## config.mk

```make
export PLATFORM = sky130hd
export DESIGN_NAME = cpu_clk_gen_flat
export DESIGN_NICKNAME = d
export VERILOG_FILES = /design/src/rtl/cpu_clk_gen_if.sv /design/src/rtl/cpu_clk_gen.sv /design/src/flat_wrapper.sv
export SDC_FILE = /design/constraint.sdc
export NUM_CORES = 1
export LEC_CHECK = 0
export ABC_CLOCK_PERIOD_IN_PS = 1930
export CAP_MARGIN = 40
export CORE_MARGIN = 2
export CORE_UTILIZATION = 49
export DETAILED_ROUTE_END_ITERATION = 10
export PLACE_DENSITY_LB_ADDON = 0.1
export SLEW_MARGIN = 20
export SYNTH_ARGS = -nofsm -noshare
export SYNTH_HDL_FRONTEND = slang
export SYNTH_SLANG_ARGS = --single-unit
export TNS_END_PERCENT = 100
```

## constraint.sdc

```tcl
create_clock -name clk_sys -period 1.93 [get_ports clk_sys]
set_input_delay 0.193 -clock clk_sys [delete_from_list [all_inputs] [get_ports clk_sys]]
set_output_delay 0.193 -clock clk_sys [all_outputs]
set_load 0.005 [all_outputs]
```

## src/rtl/cpu_clk_gen_if.sv

```systemverilog
// cpu_clk_gen_if: control and strobe bundle between the machine top level and
// the CPU clock-enable generator.
//   master : top-level mode/contention logic (drives requests, sees strobes)
//   slave  : cpu_clk_gen (receives requests, drives strobes and status)
// Requests : mode_alt, wait_req, throttle_off
// Strobes  : ce_ref_p, ce_ref_n, ce_cpu_p, ce_cpu_n, ce_aux
// Status   : alt_active, switching
interface cpu_clk_gen_if;
   logic mode_alt;
   logic wait_req;
   logic throttle_off;
   logic ce_ref_p;
   logic ce_ref_n;
   logic ce_cpu_p;
   logic ce_cpu_n;
   logic ce_aux;
   logic alt_active;
   logic switching;

   modport master (
      output mode_alt, wait_req, throttle_off,
      input  ce_ref_p, ce_ref_n, ce_cpu_p, ce_cpu_n, ce_aux, alt_active, switching
   );

   modport slave (
      input  mode_alt, wait_req, throttle_off,
      output ce_ref_p, ce_ref_n, ce_cpu_p, ce_cpu_n, ce_aux, alt_active, switching
   );
endinterface

```

## src/rtl/cpu_clk_gen.sv

```systemverilog
// cpu_clk_gen: clock-enable generator for the machine core. Produces CPU
// p/n phase enables in native or alternate timing with a gapped, glitch-free
// hand-over between the two, native-rate reference strobes and an aux strobe.
// Ports:
//   clk_sys : system clock, all flops
//   reset   : asynchronous, active-high
//   bus     : cpu_clk_gen_if.slave (mode_alt/wait_req/throttle_off in,
//             ce_* strobes, alt_active, switching out; all outputs registered)
module cpu_clk_gen #(
   parameter int DIV_NATIVE  = 16,
   parameter int DIV_ALT     = 27,
   parameter int DIV_AUX     = 12,
   parameter int GAP_PERIODS = 3
) (
   input  logic         clk_sys,
   input  logic         reset,
   cpu_clk_gen_if.slave bus
);
   localparam int NW = $clog2(DIV_NATIVE);
   localparam int AW = $clog2(DIV_ALT);
   localparam int XW = $clog2(DIV_AUX);

   typedef enum logic [1:0] {S_NATIVE, S_ALT, S_DRAIN, S_GAP} state_t;

   logic [NW-1:0] cnt_n_q, cnt_n_d;
   logic [AW-1:0] cnt_a_q, cnt_a_d;
   logic [XW-1:0] cnt_x_q, cnt_x_d;
   state_t        state_q, state_d;
   logic          tgt_alt_q, tgt_alt_d;   // 1: switching towards ALT
   logic          en_q, en_d;
   logic [3:0]    gap_q, gap_d;
   logic          ph_q, ph_d;             // 1: last CPU strobe was p
   logic          pn_p, pn_n, pa_p, pa_n;
   logic          src_alt, raw_p, raw_n, cpu_p_d, cpu_n_d;
   logic          ref_p_q, ref_n_q, cpu_p_q, cpu_n_q, aux_q, alt_q, sw_q;

   always_comb begin
      cnt_n_d = (cnt_n_q == NW'(DIV_NATIVE - 1)) ? '0 : cnt_n_q + 1'b1;
      cnt_a_d = (cnt_a_q == AW'(DIV_ALT - 1))    ? '0 : cnt_a_q + 1'b1;
      cnt_x_d = (cnt_x_q == XW'(DIV_AUX - 1))    ? '0 : cnt_x_q + 1'b1;

      pn_p = (cnt_n_q == '0);
      pn_n = (cnt_n_q == NW'(DIV_NATIVE / 2));
      pa_p = (cnt_a_q == '0);
      pa_n = (cnt_a_q == AW'(DIV_ALT / 2));

      // Stall decision is taken once per native period and covers both its
      // p and n, so the freshly sampled value gates the p of this boundary.
      en_d = pn_p ? (~bus.wait_req | bus.throttle_off | (state_q == S_ALT)) : en_q;

      // Drain keeps the timing of the state being left.
      src_alt = (state_q == S_ALT) | ((state_q == S_DRAIN) & ~tgt_alt_q);
      raw_p   = src_alt ? pa_p : (en_d & pn_p);
      raw_n   = src_alt ? pa_n : (en_d & pn_n);

      // Phase tracking: a timing source entered mid-period may offer n first;
      // it is held back until a p has gone out, keeping p,n,p,n unbroken.
      cpu_p_d = (state_q != S_GAP) & raw_p & ~ph_q;
      cpu_n_d = (state_q != S_GAP) & raw_n &  ph_q;
      ph_d    = cpu_p_d ? 1'b1 : (cpu_n_d ? 1'b0 : ph_q);

      state_d   = state_q;
      tgt_alt_d = tgt_alt_q;
      gap_d     = gap_q;
      case (state_q)
         S_NATIVE: if (bus.mode_alt) begin
            tgt_alt_d = 1'b1;
            state_d   = S_DRAIN;
         end
         S_ALT: if (!bus.mode_alt) begin
            tgt_alt_d = 1'b0;
            state_d   = S_DRAIN;
         end
         S_DRAIN: if (cpu_n_d) begin
            state_d = S_GAP;
            gap_d   = 4'(GAP_PERIODS);
         end
         S_GAP: begin
            // Count down on alt boundaries, then leave on the last cycle of an
            // alt period so ALT resumes exactly at cnt_a==0. The gap therefore
            // always spans at least GAP_PERIODS whole alt periods. The mode
            // sampled here wins; when it still equals target this is target.
            if (pa_p && gap_q != 4'd0)
               gap_d = gap_q - 4'd1;
            else if (gap_q == 4'd0 && cnt_a_q == AW'(DIV_ALT - 1))
               state_d = bus.mode_alt ? S_ALT : S_NATIVE;
         end
         default: state_d = S_NATIVE;
      endcase
   end

   always_ff @(posedge clk_sys or posedge reset) begin
      if (reset) begin
         cnt_n_q   <= '0;
         cnt_a_q   <= '0;
         cnt_x_q   <= '0;
         state_q   <= S_NATIVE;
         tgt_alt_q <= 1'b0;
         en_q      <= 1'b1;
         gap_q     <= 4'd0;
         ph_q      <= 1'b0;
         ref_p_q   <= 1'b0;
         ref_n_q   <= 1'b0;
         cpu_p_q   <= 1'b0;
         cpu_n_q   <= 1'b0;
         aux_q     <= 1'b0;
         alt_q     <= 1'b0;
         sw_q      <= 1'b0;
      end else begin
         cnt_n_q   <= cnt_n_d;
         cnt_a_q   <= cnt_a_d;
         cnt_x_q   <= cnt_x_d;
         state_q   <= state_d;
         tgt_alt_q <= tgt_alt_d;
         en_q      <= en_d;
         gap_q     <= gap_d;
         ph_q      <= ph_d;
         ref_p_q   <= pn_p;
         ref_n_q   <= pn_n;
         cpu_p_q   <= cpu_p_d;
         cpu_n_q   <= cpu_n_d;
         aux_q     <= (cnt_x_q == '0);
         // Status flags follow the next state so they line up with state_q.
         alt_q     <= (state_d == S_ALT);
         sw_q      <= (state_d == S_DRAIN) | (state_d == S_GAP);
      end
   end

   assign bus.ce_ref_p   = ref_p_q;
   assign bus.ce_ref_n   = ref_n_q;
   assign bus.ce_cpu_p   = cpu_p_q;
   assign bus.ce_cpu_n   = cpu_n_q;
   assign bus.ce_aux     = aux_q;
   assign bus.alt_active = alt_q;
   assign bus.switching  = sw_q;
endmodule

```

## src/flat_wrapper.sv

```systemverilog
// flat-port wrapper written by rule: the top's interface ports become plain ports
module cpu_clk_gen_flat 
#(
   parameter int DIV_NATIVE  = 16,
   parameter int DIV_ALT     = 27,
   parameter int DIV_AUX     = 12,
   parameter int GAP_PERIODS = 3
)
  (clk_sys, reset, bus_mode_alt, bus_wait_req, bus_throttle_off, bus_ce_ref_p, bus_ce_ref_n, bus_ce_cpu_p, bus_ce_cpu_n, bus_ce_aux, bus_alt_active, bus_switching);
  cpu_clk_gen_if bus_i ();
  input  logic clk_sys;
  input  logic reset;
  input wire logic [$bits(bus_i.mode_alt)-1:0] bus_mode_alt;
  input wire logic [$bits(bus_i.wait_req)-1:0] bus_wait_req;
  input wire logic [$bits(bus_i.throttle_off)-1:0] bus_throttle_off;
  output wire logic [$bits(bus_i.ce_ref_p)-1:0] bus_ce_ref_p;
  output wire logic [$bits(bus_i.ce_ref_n)-1:0] bus_ce_ref_n;
  output wire logic [$bits(bus_i.ce_cpu_p)-1:0] bus_ce_cpu_p;
  output wire logic [$bits(bus_i.ce_cpu_n)-1:0] bus_ce_cpu_n;
  output wire logic [$bits(bus_i.ce_aux)-1:0] bus_ce_aux;
  output wire logic [$bits(bus_i.alt_active)-1:0] bus_alt_active;
  output wire logic [$bits(bus_i.switching)-1:0] bus_switching;
  assign bus_i.mode_alt = bus_mode_alt;
  assign bus_i.wait_req = bus_wait_req;
  assign bus_i.throttle_off = bus_throttle_off;
  assign bus_ce_ref_p = bus_i.ce_ref_p;
  assign bus_ce_ref_n = bus_i.ce_ref_n;
  assign bus_ce_cpu_p = bus_i.ce_cpu_p;
  assign bus_ce_cpu_n = bus_i.ce_cpu_n;
  assign bus_ce_aux = bus_i.ce_aux;
  assign bus_alt_active = bus_i.alt_active;
  assign bus_switching = bus_i.switching;
  cpu_clk_gen #(.DIV_NATIVE(DIV_NATIVE), .DIV_ALT(DIV_ALT), .DIV_AUX(DIV_AUX), .GAP_PERIODS(GAP_PERIODS)) u_core (.clk_sys(clk_sys), .reset(reset), .bus(bus_i));
endmodule
```

==> Word-level counts from Yosys, hierarchy flattened <==
Cells that the tools add are included.
Widths: inputs -> output; s select.
{ "word_totals": {"regBits": 29, "latch_bits": 0, "mem_bits_rw": 0, "rom_bits": 0, "inputBits": 5, "output_inout_bits": 7, "wordCells": 83, "n_memories": 0} }
{ "op_classes": {"addsub": 4, "multipliers": 0, "div": 0, "magnitude_cmp": 0, "n_eq_ne": 16, "shifts": 0, "n_mux": 21, "bitwise": 14, "n_reduce_logical": 13} }
{ "op_table": {"columns": ["operator", "n"], "rows": [
  ["$mux 4", 4],
  ["$eq 4x4->1 const B", 3],
  ["$logic_not 4->1", 3],
  ["$mux 2", 5],
  ["$add 4x1->4 const B", 2],
  ["$eq 2x2->1 const B", 4],
  ["$mux 1", 8],
  ["$pmux 2 s4", 1],
  ["$pmux 4 s2", 1],
  ["$and 1x1->1", 7],
  ["$ne 2x2->1 const B", 3],
  ["$reduce_and 3->1", 2],
  ["$reduce_bool 2->1", 3],
  ["$add 5x1->5 const B", 1],
  ["$eq 5x4->1 const B", 1],
  ["$eq 5x5->1 const B", 1],
  ["$logic_not 5->1", 1],
  ["$mux 5", 1],
  ["$eq 2x1->1 const B", 2],
  ["$ne 2x1->1 const B", 2],
  ["$or 1x1->1", 4],
  ["$reduce_bool 4->1", 1],
  ["$sub 4x1->4 const B", 1],
  ["$not 1->1", 3],
  ["3 further kinds", 4]
]} }

==> Longest topological paths before layout <==
Gate-level depths: netlist (run 1).
{ "depth": {"depth_word": 12, "mapped_depth": 6, "mapped_depth_nobuf": 6} }

==> Worst setup path before layout (run 1) <==
No wires, ideal clock.
{ "synth_path": {"kind": "flip-flop to flip-flop", "start": "register u_core.cnt_n_q[0]", "end": "register u_core.ph_q", "setup_ps": 77, "arrival_ps": 1562, "t_required_ps": 1853, "path_slack_ps": 290, "stages_incl_launch_ff": 7, "path_buffers": 0, "period_less_slack_ps": 1640, "cell_sequence": "dfrtp_1 inv_1 ha_1 or3b_1 a2111oi_0 a311oi_1 a21oi_1"} }
{ "synth_between": {"elab_chain_len": 7, "word_cells_on_any_way": 13, "cone_classes": "eq/ne (1); mux (4); bitwise (6); reduce/logical (2)"} }
{ "synth_lines": {"columns": ["item", "line_no", "source"], "rows": [
  ["start, declared", "cpu_clk_gen.sv:25", "logic [NW-1:0] cnt_n_q, cnt_n_d;"],
  ["start signal, assigned", "cpu_clk_gen.sv:110", "cnt_n_q <= cnt_n_d;"],
  ["$logic_not 4->1", "cpu_clk_gen.sv:42", "pn_p = (cnt_n_q == '0);"],
  ["$mux 1", "cpu_clk_gen.sv:49", "en_d = pn_p ? (~bus.wait_req | bus.throttle_off | (state_q == S_ALT)) : en_q;"],
  ["$and 1x1->1, on equally long branches", "cpu_clk_gen.sv:53, cpu_clk_gen.sv:54", null],
  ["$mux 1, on equally long branches", "cpu_clk_gen.sv:53, cpu_clk_gen.sv:54", null],
  ["$and 1x1->1, on equally long branches (2 in a row)", "cpu_clk_gen.sv:58, cpu_clk_gen.sv:59", null],
  ["$mux 1 / $reduce_bool 2->1 (equally long branches)", null, null],
  ["end signal, assigned", "cpu_clk_gen.sv:117", "ph_q <= ph_d;"],
  ["end, declared", "cpu_clk_gen.sv:32", "logic ph_q, ph_d;"]
]} }
Several ways; a longest one is shown, not always the timed one.
A chain may end at the register's enable or synchronous reset.

==> Worst setup path after layout (run 1) <==
Ends and elaborated chain as after synthesis.

==> results of run 1 <==
[Yosys cell counts, types with 2 or more instances]
cell type / instances / area (um2)
clkbuf_1: 3 / 11.3
ha_1: 9 / 113
or3_1: 2 / 12.5
nor3_1: 2 / 10.0
a22o_1: 2 / 17.5
and4b_2: 2 / 22.5
dfrtp_1: 27 / 676
nor2_1: 13 / 48.8
and4b_1: 2 / 20.0
xor2_1: 2 / 17.5
nand3_1: 4 / 20.0
o21ai_0: 8 / 40.0
nand2_1: 7 / 26.3
inv_1: 16 / 60.1
a21oi_1: 8 / 40.0
a31oi_1: 4 / 25.0
mux2i_1: 2 / 20.0
nor2b_1: 5 / 31.3
[cell type report]
class,instances,area (um2)
fill,230,1120
multi-input combinational,88,632
sequential,28,702
inverter,16,60.1
tap,31,38.8
timing repair buffer,14,133
clock buffer,4,26.3
[metrics by stage]
| stage | setup WS [ps] | util (%) | instances |
|---|---|---|---|
| floorplan | 290 | - | 135 |
| global placement | 174 | 56.8 | 176 |
| detailed placement | 24.0 | 56.8 | 176 |
| CTS | 47.7 | 57.8 | 180 |
| global route | 22.5 | 58.7 | 181 |
| finish | 126 | 58.7 | 181 |
[kinds of logic after synthesis]
group / share of synthesized area, %
compound gates: 12.5
xor+xnor: 1.90
fa+ha+maj: 8.12
buf+inv: 5.14
flops: 50.6
mux: 2.26
simple gates: 19.4
[flip-flops by register name (all words and copies together), names as in the netlist]
signal                 cells
u_core.bus.alt_active      1
u_core.bus.ce_aux          1
u_core.bus.ce_cpu_n        1
u_core.bus.ce_cpu_p        1
u_core.bus.ce_ref_n        1
u_core.bus.ce_ref_p        1
u_core.cnt_a_q             5
u_core.cnt_n_q             4
u_core.cnt_x_q             4
u_core.en_q                1
u_core.gap_q               4
u_core.ph_q                1
u_core.state_q             2
u_core.tgt_alt_q           1
[timing repair]
item / 4_1_cts / 5_1_grt
endpoints found under the hold margin: 0 / 0
buffers inserted: 0 / 1
gates resized for setup: 1 / 2
gates cloned: 0 / 0
setup endpoints to repair: 1 / 2
[routing by layer]
layer	vias to the layer above	wire length, um	part of all wire, %
li1	500	-	-
met5	-	0	0
met1	487	1120	49
met4	0	17	0.74
met2	14	1100	48
met3	2	65	2.8
[critical path, stage by stage (launching register included)]
cell and delay (ps):
dfrtp_1 430, inv_1 90, ha_1 170, or3b_1 410, a2111oi_4 330, a311oi_1 110
a21oi_1 200
[power groups by stage]
stage               sequential [mW]  combinational [mW]  clock, mW
floorplan                     0.667               0.132          0
global placement              0.695               0.142          0
detailed placement            0.698               0.149          0
CTS                           0.687               0.149      0.249
global route                  0.698               0.176      0.261
finish                        0.691               0.147      0.233
[worst min path at each step]
stage / slack (ps) / start / to
2_1_floorplan: 260 / reset / u_core.bus.alt_active$_DFF_PP0_
3_3_place_gp: 460 / u_core.cnt_n_q[0]$_DFF_PP0_ / u_core.cnt_n_q[0]$_DFF_PP0_
4_1_cts: 190 / reset / u_core.state_q[1]$_DFF_PP0_
5_1_grt: 220 / reset / u_core.state_q[1]$_DFF_PP0_
6_report: 190 / reset / u_core.state_q[1]$_DFF_PP0_
3_5_place_dp: 470 / u_core.cnt_n_q[0]$_DFF_PP0_ / u_core.cnt_n_q[0]$_DFF_PP0_
==> impl_summary.txt, run 1 <==
----------------------------------------------------
[Clock tree]
  Maximum clock path buffer count ... 2
  Number of buffers inserted for hold repair after clock tree synthesis ... 0
  Number of buffers created by CTS ... 3
  Clock insertion delay at the later pin of the skew report ... 310 ps
  Clock tree from TritonCTS ... built
  Cell at the root of the clock tree ... clkbuf_4
  Clock-pin slew of the registers on the worst-case setup and hold paths ... 130 ps
  H-tree levels ... 1
  Clk sink count ... 28

[Floorplan]
  Core area ... 2710 um2
  Die X ... 57.2 um
  Io pins ... 12
  Starting density of the core ... 51.2%
  Std-Cell Rows ... 19
  Die area ... 3270 um2
  Die extent in y ... 57.2 um

[Logic synthesis]
  Synth Instances ... 135
  Cell variety after synth ... 35
  Seq/Total Area, Yosys ... 50.6%
  Top FF cell, synth ... dfrtp_1
  Synthesized flop and latch total ... 28
  Per-instance average area after synthesis ... 10.3 um2
  Cell area after synthesis ... 1390 um2
  Number of synthesis warnings ... 0
  EDFF count, synth ... 0
  Number of nets produced by synthesis ... 149
  FFs w/ async S/R, synth ... 100%

[Min path]
  Type of the worst min-delay path ... primary input to asynchronous set/reset pin

[Timing]
  Final hold slack ... 191 ps
  Total Negative Setup Slacks ... 0 ps
  Unrepaired setup endpoints after global routing ... no
  Final Hold Viols ... 0
  Min Clock Period, post-route ... 1800 ps
  Worst slew margin ... 63.4%
  Total count of max-transition violations in the final report ... 0
  Measured slew at the worst slew-check pin ... 549 ps
  Total of endpoints with negative setup slack in the final report ... 0
  Post-route fraction of the period consumed by the critical path ... 93.5%
  Post-route clock skew ... 1.27 ps
  Maximum operating frequency ... 0.554 GHz

[Setup path]
  Number of cell instances on the worst register-to-register path ... 6
  Worst endpoint data arrival time ... 2050 ps
  R2r startpoint ... u_core.cnt_n_q[0]$_DFF_PP0_
  CP Launch Point ... u_core.cnt_n_q[0]$_DFF_PP0_
  Setup slack of the worst register-to-register path ... 130 ps
  End of the worst register-to-register path ... u_core.ph_q$_DFFE_PP0P_
  WS Path Type ... flip-flop to flip-flop
  CP Launch Type ... flip-flop
  Critical path endpoint category ... flip-flop
  Highest net fanout along the worst path ... 4
  Data required time at the worst endpoint ... 2180 ps
  Crit path to ... u_core.ph_q$_DFFE_PP0P_

[Placed design]
  Post-Place Cell Area ... 1540 um2
  Final HPWL DP ... 1760 um
  IO buf count ... 11
  Final estimated routing congestion in global placement ... 0.717

[Detailed routing]
  Via density ... 5.54
  Detail Route Antenna Nets ... 0
  Count of vias placed by the detailed router ... 1003
  Final Routed Wirelength ... 2310 um
  Number of detailed-route iterations in the first pass ... 4
  Drt first-iter violations ... 28
  Routed wirelength normalized by instance count ... 12.8 um
  Remaining design rule violation count ... 0

[Pwr]
  Flop pwr share ... 64.5%
  Combinational share of power ... 13.7%
  Post-route total power ... 1.07 mW
  Power Internal ... 784 uW
  P_leak ... 0.740 nW
  Clock group share of total power ... 21.8%
  Switching power share of the total ... 26.8%
  Power per Cell Area ... 673 nW/um2
  Power dissipated by switching net loads ... 287 uW
  Max IR drop VDD ... 0.000620 V

[Global route]
  Met3 Use GR ... 4.31%
  Number of global-route vias before repair ... 936
  Global-route total usage across every layer ... 15.7%
  Maximum number of pins on one net before global-route repair ... 18
  Total grt overflow ... 0
  Busiest layer in global routing ... met2
  GR met1 Demand/Resource ... 21.2%
  Met2 track demand over resource in global routing ... 25.3%
  Initial antenna violation count ... 0
  Wire length of the first global-routing pass ... 4060 um

[Finish]
  Number of diodes added for antenna fixing ... 0
  Most common library cell in the layout ignoring fill and taps ... dfrtp_1
  Final-stage net count ... 165
  Final cell area excluding filler cells ... 1590 um2
  Relative area change from synthesis to final layout ... 14.8%
  Highest-count cells in the layout ignoring fill and taps ... dfrtp_1, inv_1, nor2_1, clkdlybuf4s50_1, ha_1
  Ratio of cells with drive above 1 in the final layout ... 8.67%

[Job]
  Max-cap check violation count ... 0

[Run status]
  Result of the run ... completed

----------------------------------------------------
Note: power is estimated with default switching activity, not from simulation.
==> run 2, diff against run 1 <==
- CAP_MARGIN: 40 -> 20
- TNS_END_PERCENT: 100 -> 50
==> results of run 2 <==
Final layout, timing and power as in run 1 (identical DEF).
==> run 3, diff against run 2 <==
- HOLD_SLACK_MARGIN: unset -> 0.06
- SKIP_CTS_REPAIR_TIMING: unset -> 1
==> results of run 3 <==
Final layout, timing and power as in run 1 (identical DEF).
Main changes from that run: wire length of the first global-routing pass 4060 um -> 4080 um; via count of the first global-routing pass 936 -> 937; overall routing resource usage 15.7% -> 15.8%; met1 usage 21.2% -> 21.3%
==> edit (flow settings as in run 1) <==
Encoding of `state_t`: now one-hot (4 bits for 4 states).
--- a/src/rtl/cpu_clk_gen.sv
+++ b/src/rtl/cpu_clk_gen.sv
@@ -22,3 +22,3 @@
 
-   typedef enum logic [1:0] {S_NATIVE, S_ALT, S_DRAIN, S_GAP} state_t;
+   typedef enum logic [3:0] {S_NATIVE = 4'b0001, S_ALT = 4'b0010, S_DRAIN = 4'b0100, S_GAP = 4'b1000} state_t;
 
Behaviour: same outputs for any inputs over 10 cycles, from zero or initial values and one cycle with reset high; not proved beyond that.
==> edit against run 1 <==
  * Core utilization grew 0.91 points
  * Wire length grew 24%
  * Final cell count grew 19%
  * Sequential cell count grew 3
  * Count of clock-buffer cells in the layout grew 3
  * Critical path depth is the same
  * Non-clock buffer count grew 5
  * Design area grew 15%
  * Synthesized area grew 15%
  * Via count grew 15%
  * Worst setup slack gained 0.080 ns
  * Critical endpoint is now u_core.state_q[0]$_DFF_PP1_
Power is not compared: it rests on default switching activity, and its combinational part moved more than twofold at a synthesized area within 25%.
==> edit: results <==
set metrics [dict create \
    outcome "finished clean" \
    syn-num-nets 164 \
    worst_slew_pin_slew_ns 0.522 \
    first_global_vias 1125 \
    via_count 1158 \
    filler_cell_count 266 \
    critical_path.slowest_cell "sky130_fd_sc_hd__or3b_2" \
    worst_r2r_endpoint "u_core.state_q[0]$_DFF_PP1_" \
    use_met1 0.233 \
    critPathMaxFanout 5 \
    nNetsFinal 185 \
    gr-usage-all-layers 0.184 \
    critPathArrivalTime_ns 1.97 \
    critical_register_to_register_path_startpoint "u_core.gap_q[0]$_DFFE_PP0P_" \
    pre_cts_slack_ns 0.213 \
    critical_path.top_delay_family "simple AND/OR/NAND/NOR gates" \
    met2RoutedLength_mm 1.39 \
    globalRouteMet2Util 0.298 \
    post_synth.cell_area_avg_sq_um 10.6 \
    place_area_sq_mm 0.00179 \
    numPlacedInstances 208 \
    route.met3.wl_um 103 \
    inserted_clock_buffers 5 \
    sinks_on_clock_net 31 \
    dp_hpwl_mm 2.11 \
    met3_usage 0.0576 \
    yosysSeqAreaShare 0.490 \
    drt_iter0_markers 89 \
]
==> edit: worst max-delay path by stage <==
stage / to / depth (start not counted) / startpoint
6_report: u_core.state_q[0]$_DFF_PP1_ / 6 / u_core.gap_q[0]$_DFFE_PP0P_
2_1_floorplan: u_core.gap_q[1]$_DFFE_PP0P_ / 5 / u_core.state_q[1]$_DFF_PP0_
5_1_grt: u_core.state_q[0]$_DFF_PP1_ / 6 / u_core.gap_q[0]$_DFFE_PP0P_
4_1_cts: u_core.state_q[2]$_DFF_PP0_ / 4 / u_core.state_q[1]$_DFF_PP0_
3_5_place_dp: u_core.state_q[2]$_DFF_PP0_ / 4 / u_core.state_q[1]$_DFF_PP0_
3_3_place_gp: u_core.gap_q[3]$_DFFE_PP0P_ / 4 / u_core.state_q[1]$_DFF_PP0_
==> edit: kinds of logic (layout without fill, tap and decap cells) <==
logic type,count (synthesis),in the layout,synth area share
and+or+nand+nor,50,50,0.192
AOI/OAI and AO/OA,33,33,0.143
DFF,31,31,0.490
buffers and inverters,18,40,0.0488
adders and majority gates,9,9,0.0709
xor gates and xnor gates,5,5,0.0276
muxes,4,4,0.0283
==> edit: layout make-up <==
| class | instances | area, sq um | area share |
|---|---|---|---|
| timing repair buffer | 19 | 170 | 0.0927 |
| multi-input combinational | 101 | 733 | 0.399 |
| inverter | 13 | 48.8 | 0.0266 |
| clock inverter | 1 | 5.00 | 0.00273 |
| tap | 44 | 55.1 | 0.0300 |
| sequential | 31 | 778 | 0.424 |
| clock buffer | 7 | 45.0 | 0.0245 |
==> edit: where the power goes <==
part	internal (mW)	switching, mW
Clock	0.142	0.202
Sequential	0.700	0.0463
Combinational	0.143	0.153
